**config.mk**
```make
export PLATFORM = sky130hd
export DESIGN_NAME = hal_muxn_arb
export DESIGN_NICKNAME = d
export VERILOG_FILES = /design/src/rtl/hal_mux_pkg.sv /design/src/rtl/hal_rr_arb.sv /design/src/rtl/hal_muxn_arb.sv
export SDC_FILE = /design/constraint.sdc
export NUM_CORES = 1
export LEC_CHECK = 0
export CAP_MARGIN = 25
export CORE_ASPECT_RATIO = 1.25
export CORE_MARGIN = 2
export CORE_UTILIZATION = 25
export DETAILED_ROUTE_END_ITERATION = 12
export PLACE_DENSITY = 0.72
export RECOVER_POWER = 100
export SLEW_MARGIN = 20
export SYNTH_ARGS = -nofsm -noshare
export SYNTH_HDL_FRONTEND = slang
export SYNTH_SLANG_ARGS = --single-unit
```
**constraint.sdc**
```tcl
create_clock -name CLK -period 1.6 [get_ports CLK]
set_clock_uncertainty 0.2 [all_clocks]
set_input_delay 0.48 -clock CLK [delete_from_list [all_inputs] [get_ports CLK]]
set_output_delay 0.48 -clock CLK [all_outputs]
set_load 0.1 [all_outputs]
```
**src/rtl/hal_mux_pkg.sv**
```systemverilog
// Shared constants and helpers for the N-way mux/arbiter family.
// Mode encodings and the channel-index width rule live here.
package hal_mux_pkg;

    localparam int MODE_SELECT = 0;
    localparam int MODE_RR     = 1;

    function automatic int ch_width(input int n);
        return (n > 2) ? $clog2(n) : 1;
    endfunction

endpackage

```
**src/rtl/hal_rr_arb.sv**
```systemverilog
// Round-robin grant: pointer register, wrapped search, one-hot grant.
// The pointer moves past the winner only when the grant is taken.
module hal_rr_arb
    import hal_mux_pkg::*;
#(
    parameter int N = 4
)
(
    input  logic         clk,
    input  logic         rst,
    input  logic [N-1:0] valid,
    input  logic         advance,
    output logic [N-1:0] grant
);

    localparam int CW = ch_width(N);

    logic [CW-1:0] ptr;
    logic [CW-1:0] gidx;
    logic          found;

    function automatic logic [CW-1:0] wrap_idx(
        input logic [CW-1:0] p,
        input int            k
    );
        int s;
        s = int'(p) + k;
        if (s >= N) s = s - N;
        return CW'(s);
    endfunction

    always_comb begin
        found = 1'b0;
        gidx  = '0;
        for (int k = 0; k < N; k++) begin
            if (!found && valid[wrap_idx(ptr, k)]) begin
                found = 1'b1;
                gidx  = wrap_idx(ptr, k);
            end
        end
        grant = '0;
        if (found) grant[gidx] = 1'b1;
    end

    always_ff @(posedge clk) begin
        if (rst) begin
            ptr <= '0;
        end else if (advance) begin
            ptr <= (int'(gidx) == N - 1) ? '0 : gidx + CW'(1);
        end
    end

endmodule

```
**src/rtl/hal_muxn_arb.sv**
```systemverilog
// N-channel valid/ready mux into one output register stage,
// with explicit select or round-robin channel choice.
module hal_muxn_arb
    import hal_mux_pkg::*;
#(
    parameter  int N    = 4,
    parameter  int W    = 8,
    parameter  int MODE = 0,
    localparam int CW   = ch_width(N)
)
(
    input  logic           CLK,
    input  logic           RST,
    input  logic [N*W-1:0] IN_DATA,
    input  logic [N-1:0]   IN_VALID,
    output logic [N-1:0]   IN_READY,
    input  logic [CW-1:0]  SEL,
    output logic [W-1:0]   OUT_DATA,
    output logic           OUT_VALID,
    input  logic           OUT_READY,
    output logic [CW-1:0]  OUT_CH
);

    generate
        if (N < 2 || N > 16) begin : g_bad_n
            $error("hal_muxn_arb: N=%0d outside 2..16", N);
        end
        if (W < 1 || W > 64) begin : g_bad_w
            $error("hal_muxn_arb: W=%0d outside 1..64", W);
        end
        if (MODE != MODE_SELECT && MODE != MODE_RR) begin : g_bad_mode
            $error("hal_muxn_arb: MODE=%0d unsupported", MODE);
        end
    endgenerate

    logic          can_accept;
    logic          accept;
    logic [N-1:0]  cand;
    logic [W-1:0]  win_data;
    logic [CW-1:0] win_ch;

    assign can_accept = !OUT_VALID || OUT_READY;

    generate
        if (MODE == MODE_RR) begin : g_rr
            hal_rr_arb #(.N(N)) u_arb (
                .clk     (CLK),
                .rst     (RST),
                .valid   (IN_VALID),
                .advance (accept),
                .grant   (cand)
            );
        end else begin : g_sel
            // Out-of-range SEL matches no channel, so nothing is offered.
            always_comb begin
                cand = '0;
                for (int i = 0; i < N; i++) begin
                    cand[i] = (int'(SEL) == i);
                end
            end
        end
    endgenerate

    assign IN_READY = RST ? '0 : (cand & {N{can_accept}});
    assign accept   = |(IN_VALID & IN_READY);

    always_comb begin
        win_data = '0;
        win_ch   = '0;
        for (int i = 0; i < N; i++) begin
            if (IN_READY[i]) begin
                win_data = IN_DATA[i*W +: W];
                win_ch   = CW'(i);
            end
        end
    end

    always_ff @(posedge CLK) begin
        if (RST) begin
            OUT_VALID <= 1'b0;
            OUT_DATA  <= '0;
            OUT_CH    <= '0;
        end else if (accept) begin
            OUT_VALID <= 1'b1;
            OUT_DATA  <= win_data;
            OUT_CH    <= win_ch;
        end else if (OUT_READY) begin
            OUT_VALID <= 1'b0;
        end
    end

endmodule

```
# [Word-level counts from Yosys, hierarchy flattened]
# Index checks and enable logic that the tools add are counted.
[totals] input_bits=41 register_bits=11 wordCells=23
[op_classes] n_eq_ne=3 n_mux=10 reduce_logical=5 bitwise_logic=2
[ops] op="8-bit 2-to-1 mux" count=4
[ops] op="4-bit AND" count=2
[ops] op="2-bit equality test, second input constant" count=2
[ops] op="2-bit 2-to-1 mux" count=2
[ops] op="4-bit 2-to-1 mux" count=1
[ops] op="4-bit OR reduction" count=1
[ops] op="1-bit 2-to-1 mux" count=3
[ops] op="2-bit by 1-bit equality test with 1-bit output, second input constant" count=1
[ops] op="2-bit logical NOT" count=1
[ops] op="2-bit nonzero test" count=1
[ops] op="1-bit logical NOT" count=1
[ops] op="1-bit logical OR" count=1

# [Depth between registers and ports, before layout]
# Gate-level depths: netlist of the first run.
[logic_depth] depth_word=8 mapped_depth=6 ltp_nobuf=4

# [Worst setup path after synthesis of the first run]
# OpenSTA, ideal clock, no wires.
[synth_timing] path_type="reg-to-output" from="register OUT_VALID" to="output port IN_READY[1]" stages_incl_launch_ff=4 path_slack_ns=-3.252 arrival_time_ns=4.172 path_buffers=1 t_required_ns=0.920 path_cell_list="dfxtp_1 > nor2b_1 > clkbuf_2 > nor4b_1"
[synth_via] elab_chain_cells=4
[synth_lines] element="start, declared" line="hal_muxn_arb.sv:19" source="output logic OUT_VALID,"
[synth_lines] element="start signal, assigned" line="hal_muxn_arb.sv:80" source="OUT_VALID <= 1'b0;"
[synth_lines] element="start signal, assigned" line="hal_muxn_arb.sv:84" source="OUT_VALID <= 1'b1;"
[synth_lines] element="start signal, assigned" line="hal_muxn_arb.sv:88" source="OUT_VALID <= 1'b0;"
[synth_lines] element="1-bit logical NOT" line="hal_muxn_arb.sv:42" source="assign can_accept = !OUT_VALID || OUT_READY;"
[synth_lines] element="1-bit logical OR" line="hal_muxn_arb.sv:42"
[synth_lines] element="4-bit AND" line="hal_muxn_arb.sv:64" source="assign IN_READY = RST ? '0 : (cand & {N{can_accept}});"
[synth_lines] element="4-bit 2-to-1 mux" line="hal_muxn_arb.sv:64"
[synth_lines] element="end, declared" line="hal_muxn_arb.sv:16" source="output logic [N-1:0] IN_READY,"
# Every way passes these cells.

# [Worst setup path after layout of the first run]
# Ends and elaborated chain as after synthesis.

==> results of run 1 <==
## sequential cells by signal, summed over array words and instances, names as in the netlist
register / count
OUT_CH: 2
OUT_DATA: 8
OUT_VALID: 1
## worst paths after layout
| check | from | end | slack, ns |
|---|---|---|---|
| max | OUT_VALID$_SDFFE_PP0P_ | IN_READY[1] | -0.40 |
| min | OUT_DATA[2]$_SDFFE_PP0P_ | OUT_DATA[2]$_SDFFE_PP0P_ | 0.26 |
| max reg2reg | OUT_VALID$_SDFFE_PP0P_ | OUT_CH[0]$_SDFFE_PP0P_ | -0.04 |
| min reg2reg | OUT_DATA[2]$_SDFFE_PP0P_ | OUT_DATA[2]$_SDFFE_PP0P_ | 0.26 |
## placed cells by master (no fill, tap or decap)
master	netlist	final
or3_4	0	2
nor2_1	2	2
clkdlybuf4s50_1	0	31
buf_4	1	10
mux2i_1	2	1
buf_12	0	7
buf_6	3	15
mux2_2	0	1
nor4b_4	0	2
clkbuf_4	0	3
mux4_1	2	1
dfxtp_4	0	1
dfxtp_2	0	10
o21ai_2	0	4
dlygate4sd2_1	0	4
a21oi_1	10	8
nor3_4	0	1
nor3_1	3	1
mux4_2	6	7
mux2i_4	0	1
o21ai_1	0	4
nand3_2	0	9
dlymetal6s2s_1	0	1
a21oi_2	0	2
and3_4	1	2
nor2b_4	0	1
nand2b_1	1	1
nor4_4	0	2
nand2_1	1	1
or2_4	0	1
buf_2	1	1
buf_8	0	4
inv_4	0	1
clkbuf_1	1	1
nor3_2	1	2
## power breakdown
group | internal, mW | leakage, nW | switching, mW | total [mW]
clock | 0.0963 | 0.0150 | 0.0952 | 0.192
combinational | 0.287 | 0.567 | 0.354 | 0.641
sequential | 0.302 | 0.0950 | 0.0195 | 0.322
## metrics by stage
step	hold WS (ns)	power (mW)	utilization (%)	cells
floorplan	0.3437	0.6863	-	73
global placement	0.2675	0.9530	58.74	170
detailed placement	0.2689	0.9611	58.74	170
CTS	0.2781	1.188	63.85	182
global route	0.2791	1.195	61.17	181
finish	0.2639	1.154	61.17	181
## cell families after synthesis
group	after synthesis	synth area share, %
AND/OR/NAND/NOR	25	19.97
AO/OA/AOI/OAI	18	12.18
multiplexers	11	30.12
flip-flops	11	29.78
buffers and inverters	8	7.950
## cell type report
| cell class | count | area, sq um |
|---|---|---|
| fill | 225 | 1122 |
| clock buffer | 4 | 26.28 |
| timing repair buffer | 73 | 807.0 |
| sequential | 11 | 236.5 |
| inverter | 1 | 6.256 |
| multi-input combinational | 56 | 646.9 |
| tap | 36 | 45.04 |
## worst min-delay path, stage by stage, from the launching register on
cell     delay, ns
dfxtp_2       0.33
nand3_2       0.05
a21oi_1       0.05
## per-layer routing
metal  track usage [%]  part of all wire, %  vias to the layer above  routed length, um
met4             6.731                  1.6                        0                 46
met2             33.28                   56                       40               1601
met3             4.378                  7.0                        4                200
li1                  -                    -                      430                  -
met5                 0                    0                        -                  0
met1             19.71                   36                      408               1023
## timing repair
| item | 4_1_cts | 5_1_grt |
|---|---|---|
| endpoints found under the hold margin | 0 | 0 |
| endpoints found under the setup margin | 15 | 16 |
| pin swaps | 18 | 6 |
| gates cloned | 2 | 0 |
| setup buffers | 7 | 0 |
| resized for setup | 51 | 11 |
==> results.py, run 1 <==
metrics = {
    "status": {
        "outcome": "complete, but fails checks",
        "failed_checks": "setup timing",
    },
    "worst_setup_path": {
        "worstPathRequired_ns": 0.92,
        "arrival_ns": 1.32,
        "slowest_delay_ns": 0.34,
        "cp-start-kind": "flop",
        "critPathSlowestCell": "dfxtp_4",
        "critPathMaxFanout": 5,
        "end_kind": "output port",
        "reg2regPathDepth": 6,
        "cp_top_family": "simple AND/OR/NAND/NOR gates",
        "path_cells": "nor2b_4, nor4b_4, buf_12",
        "path_class": "flop to output port",
        "critical_path_buf_inv_count": 1,
        "cp.depth": 3,
    },
    "routing": {
        "drc": 0,
        "ant_nets": 0,
        "drt-pass1-iter-count": 4,
        "drt-initial-drc-count": 6,
        "num_vias": 882,
        "vias_per_cell": 4.873,
        "wire_per_inst_um": 15.87,
        "finalWirelength_um": 2872,
    },
    "job": {
        "drv_cap": 0,
    },
    "yosys": {
        "ys_types": 25,
        "synth_flop_cell": "dfxtp_1",
        "yosysSeqAreaShare_pct": 29.78,
        "yosys_warnings": 0,
        "syn_nets": 114,
        "ys_async_sr_fraction_pct": 0,
        "ys_top_cells_by_area": "dfxtp_1, mux4_2, mux4_1, a21oi_1, nand3_1",
        "synth_edf_count": 0,
        "synth.most_common_cell": "dfxtp_1",
        "synthesis.area_sq_um": 739.5,
        "synth_top_area_share_pct": 29.78,
        "synthCells": 73,
        "synth_top_area_cell": "dfxtp_1",
        "ys_seq_elements": 11,
        "avgSynthCellArea_sq_um": 10.13,
        "synth_common_cells": "dfxtp_1, a21oi_1, nand3_1, o21ai_0, mux4_2",
    },
    "die": {
        "start_util_pct": 25.58,
        "die_area_sq_um": 3412,
        "fp.dieH_um": 64.81,
        "core.rowCount": 22,
        "core_area_sq_um": 2890,
        "pin_count": 56,
        "die_w_um": 52.65,
    },
    "finish": {
        "drive_gt1_share_pct": 61.38,
        "syn2layout_area_growth_pct": 139.1,
        "fin_area_sq_um": 1768,
        "fin_nets": 187,
        "diodes": 0,
    },
    "timing": {
        "fmax_mhz": 499.7,
        "rsz0062_at_grt": "yes",
        "setup_ws_ns": -0.4013,
        "layout_min_cycle_time_ns": 2.001,
        "slew_violations": 0,
        "relSlewSlack_pct": 77.01,
        "fin_crit_sh_pct": 125.1,
        "finalSetupTns_ns": -1.403,
        "hold_violations": 0,
        "worst_pin_slew_ns": 0.3423,
        "setup_viol": 5,
    },
    "pwr": {
        "power_density_nw_per_um2": 652.9,
        "ir_worst_vdd_mv": 0.3420,
        "p_leak_nw": 0.6772,
    },
    "worst_hold_path": {
        "hold_depth": 2,
        "hold_class": "flop to flop",
    },
    "global_routing": {
        "grt_pass1_wl_um": 4636,
        "first_global_vias": 1010,
        "grt_max_degree": 9,
        "antenna_found_initial": 0,
        "grtUsageTotal_pct": 18.26,
        "gr-total-overflow": 0,
    },
    "cts": {
        "postCtsHoldBufs": 0,
        "cts_htree_levels": 1,
        "path_clk_slew_ns": 0.08,
        "cts_tree": "built",
        "cts_buffers": 3,
        "clock-sinks": 11,
        "clockRootBuffer": "clkbuf_4",
        "clock_path_buffers": 2,
        "insertion_delay_ns": 0.26,
    },
    "placed_design": {
        "gp_congestion": 0.6758,
        "preCtsSetupSlack_ns": -0.7901,
        "place_area_sq_um": 1698,
        "portBuffers": 55,
        "hpwl_um": 2011,
    },
}
Note: power is estimated with default switching activity, not from simulation.
==> run 2, diff against run 1 <==
--- a/config.mk
+++ b/config.mk
@@ -6,11 +6,13 @@
 export NUM_CORES = 1
 export LEC_CHECK = 0
 export CAP_MARGIN = 25
+export CELL_PAD_IN_SITES_DETAIL_PLACEMENT = 1
+export CELL_PAD_IN_SITES_GLOBAL_PLACEMENT = 2
 export CORE_ASPECT_RATIO = 1.25
 export CORE_MARGIN = 2
-export CORE_UTILIZATION = 25
+export CORE_UTILIZATION = 17
 export DETAILED_ROUTE_END_ITERATION = 12
-export PLACE_DENSITY = 0.72
+export PLACE_DENSITY = 0.84
 export RECOVER_POWER = 100
 export SLEW_MARGIN = 20
 export SYNTH_ARGS = -nofsm -noshare
==> constraint.sdc (replaced) <==
create_clock -name CLK -period 2.2 [get_ports CLK]
set_clock_uncertainty 0.2 [all_clocks]
set_input_delay 0.66 -clock CLK [delete_from_list [all_inputs] [get_ports CLK]]
set_output_delay 0.66 -clock CLK [all_outputs]
set_load 0.1 [all_outputs]
==> results.py, run 2 (synthesis gave the netlist of run 1 again) <==
metrics = {
    "timing": {
        "setup_ws_ns": -0.05571,
        "layout_min_cycle_time_ns": 2.256,
        "worst_pin_slew_ns": 0.5527,
        "setup_viol": 3,
        "fmax_mhz": 443.3,
        "slew_violations": 0,
        "fin_crit_sh_pct": 102.5,
        "fin_hold_ws_ns": 0.2643,
        "relSlewSlack_pct": 63.31,
        "rsz0062_at_grt": "yes",
        "hold_violations": 0,
    },
    "die": {
        "pin_count": 56,
        "core.rowCount": 26,
        "die_w_um": 62.99,
        "core_area_sq_um": 4131,
        "fp.dieH_um": 77.74,
        "die_area_sq_um": 4897,
        "start_util_pct": 17.90,
    },
    "finish": {
        "diodes": 0,
        "reg_top3": "OUT_DATA: 8 flops, OUT_CH: 2 flops, OUT_VALID: 1 flops",
        "drive_gt1_share_pct": 35.29,
        "final_cell_mix": "clkdlybuf4s50_1, clkbuf_2, dfxtp_1, a21oi_1",
        "largest_reg_flops": 8,
        "instances_no_fill": 192,
        "finalCoreUtilization_pct": 36.16,
        "final_common_cell": "clkdlybuf4s50_1",
        "fin_nets": 178,
        "fillers": 485,
        "syn2layout_area_growth_pct": 102.0,
        "regMostFlops": "OUT_DATA",
    },
    "routing": {
        "finalWirelength_um": 2911,
        "num_vias": 857,
        "vias_per_cell": 4.464,
        "drt-pass1-iter-count": 3,
        "wire_per_inst_um": 15.16,
        "ant_nets": 0,
        "drt-initial-drc-count": 11,
        "drc": 0,
    },
    "worst_setup_path": {
        "worstPathRequired_ns": 1.34,
        "critPathMaxFanout": 3,
        "path_class": "input pin to output port",
        "arrival_ns": 1.40,
        "cp-start-kind": "input pin",
        "end_kind": "output port",
    },
    "pwr": {
        "combPwrFrac_pct": 47.2,
        "p_clk_share_pct": 25.0,
        "ir_worst_vdd_mv": 0.1702,
        "swShare_pct": 39.19,
        "p_leak_nw": 0.5696,
        "p_sw_mw": 0.3182,
        "power_density_nw_per_um2": 543.5,
        "p_int_mw": 0.4938,
        "p_seq_share_pct": 27.9,
    },
    "worst_hold_path": {
        "hold_class": "flop to flop",
    },
    "job": {
        "drv_cap": 0,
    },
    "cts": {
        "path_clk_slew_ns": 0.05,
        "postCtsHoldBufs": 0,
        "clock_path_buffers": 2,
        "insertion_delay_ns": 0.24,
        "cts_tree": "built",
        "cts_buffers": 3,
        "clockRootBuffer": "clkbuf_8",
        "cts_htree_levels": 1,
        "clock-sinks": 11,
    },
    "placed_design": {
        "portBuffers": 55,
        "dp_cells": 186,
        "gp_congestion": 0.7848,
        "hpwl_um": 2508,
    },
    "status": {
        "failed_checks": "setup timing",
        "outcome": "complete, but fails checks",
    },
    "global_routing": {
        "grt_max_degree": 14,
        "gr-total-overflow": 0,
        "antenna_found_initial": 0,
        "first_global_vias": 974,
        "grt_pass1_wl_um": 4678,
        "grtUsageTotal_pct": 12.26,
    },
}
-- run 2: cell types whose count changed in the layout (fill, tap and decap cells not counted), moves of 8 or more --
cell,previous run,this run
clkbuf_2,0,11
o21ai_0,0,8
dfxtp_1,0,10
nand3_2,9,0
buf_6,15,3
nand3_1,0,9
dfxtp_2,10,1
-- run 2: worst paths after layout --
check                           slack, ns                        to                startpoint  depth (start not counted)
worst max register to register       0.51    OUT_CH[1]$_SDFFE_PP0P_    OUT_VALID$_SDFFE_PP0P_                          5
worst min register to register       0.26  OUT_DATA[4]$_SDFFE_PP0P_  OUT_DATA[4]$_SDFFE_PP0P_                          2
worst min-delay path                 0.26  OUT_DATA[4]$_SDFFE_PP0P_  OUT_DATA[4]$_SDFFE_PP0P_                          2
worst max-delay path                -0.06               IN_READY[0]                    SEL[1]                          4
-- run 2: power groups by stage --
stage	registers, mW	logic [mW]	clock network [mW]
finish	0.226	0.383	0.203
global route	0.229	0.402	0.214
CTS	0.236	0.441	0.206
detailed placement	0.240	0.432	0
global placement	0.238	0.425	0
floorplan	0.354	0.130	0
-- run 2: layout make-up --
class / count / area (sq um) / area share [%]
inverters: 1 / 3.754 / 0.2513
clock buffers: 4 / 45.04 / 3.015
flip-flops and latches: 11 / 221.5 / 14.82
repair buffers: 66 / 623.1 / 41.71
well taps: 56 / 70.07 / 4.690
multi-input cells: 54 / 530.5 / 35.51
-- run 2: critical path: stages --
cell,delay (ns)
buf_8,0.10
buf_6,0.12
nor4_4,0.30
buf_12,0.21
-- run 2: metrics by stage --
step | power (mW) | setup slack (ns) | cell area [sq um] | setup TNS (ns)
after global placement | 0.6636 | -0.8500 | 1584 | -9.175
after floorplan | 0.4836 | -0.6182 | 833.3 | -2.433
final | 0.8120 | -0.05571 | 1494 | -0.08984
after detailed placement | 0.6716 | -0.8980 | 1584 | -10.13
after global routing | 0.8453 | -0.07804 | 1494 | -0.2441
after CTS | 0.8825 | -0.1020 | 1663 | -0.3501
-- run 2: per-layer routing --
metal	vias to the layer above	share of wire, %	GRT usage [%]
met5	-	0	0
met4	0	1.8	6.000
met3	4	5.2	2.464
met2	35	57	23.94
met1	411	36	11.98
li1	407	-	-
-- run 2: timing repair --
item,4_1_cts,5_1_grt
pin swaps,3,2
endpoints found under the setup margin,15,12
setup buffers,3,0
gates resized for setup,26,4
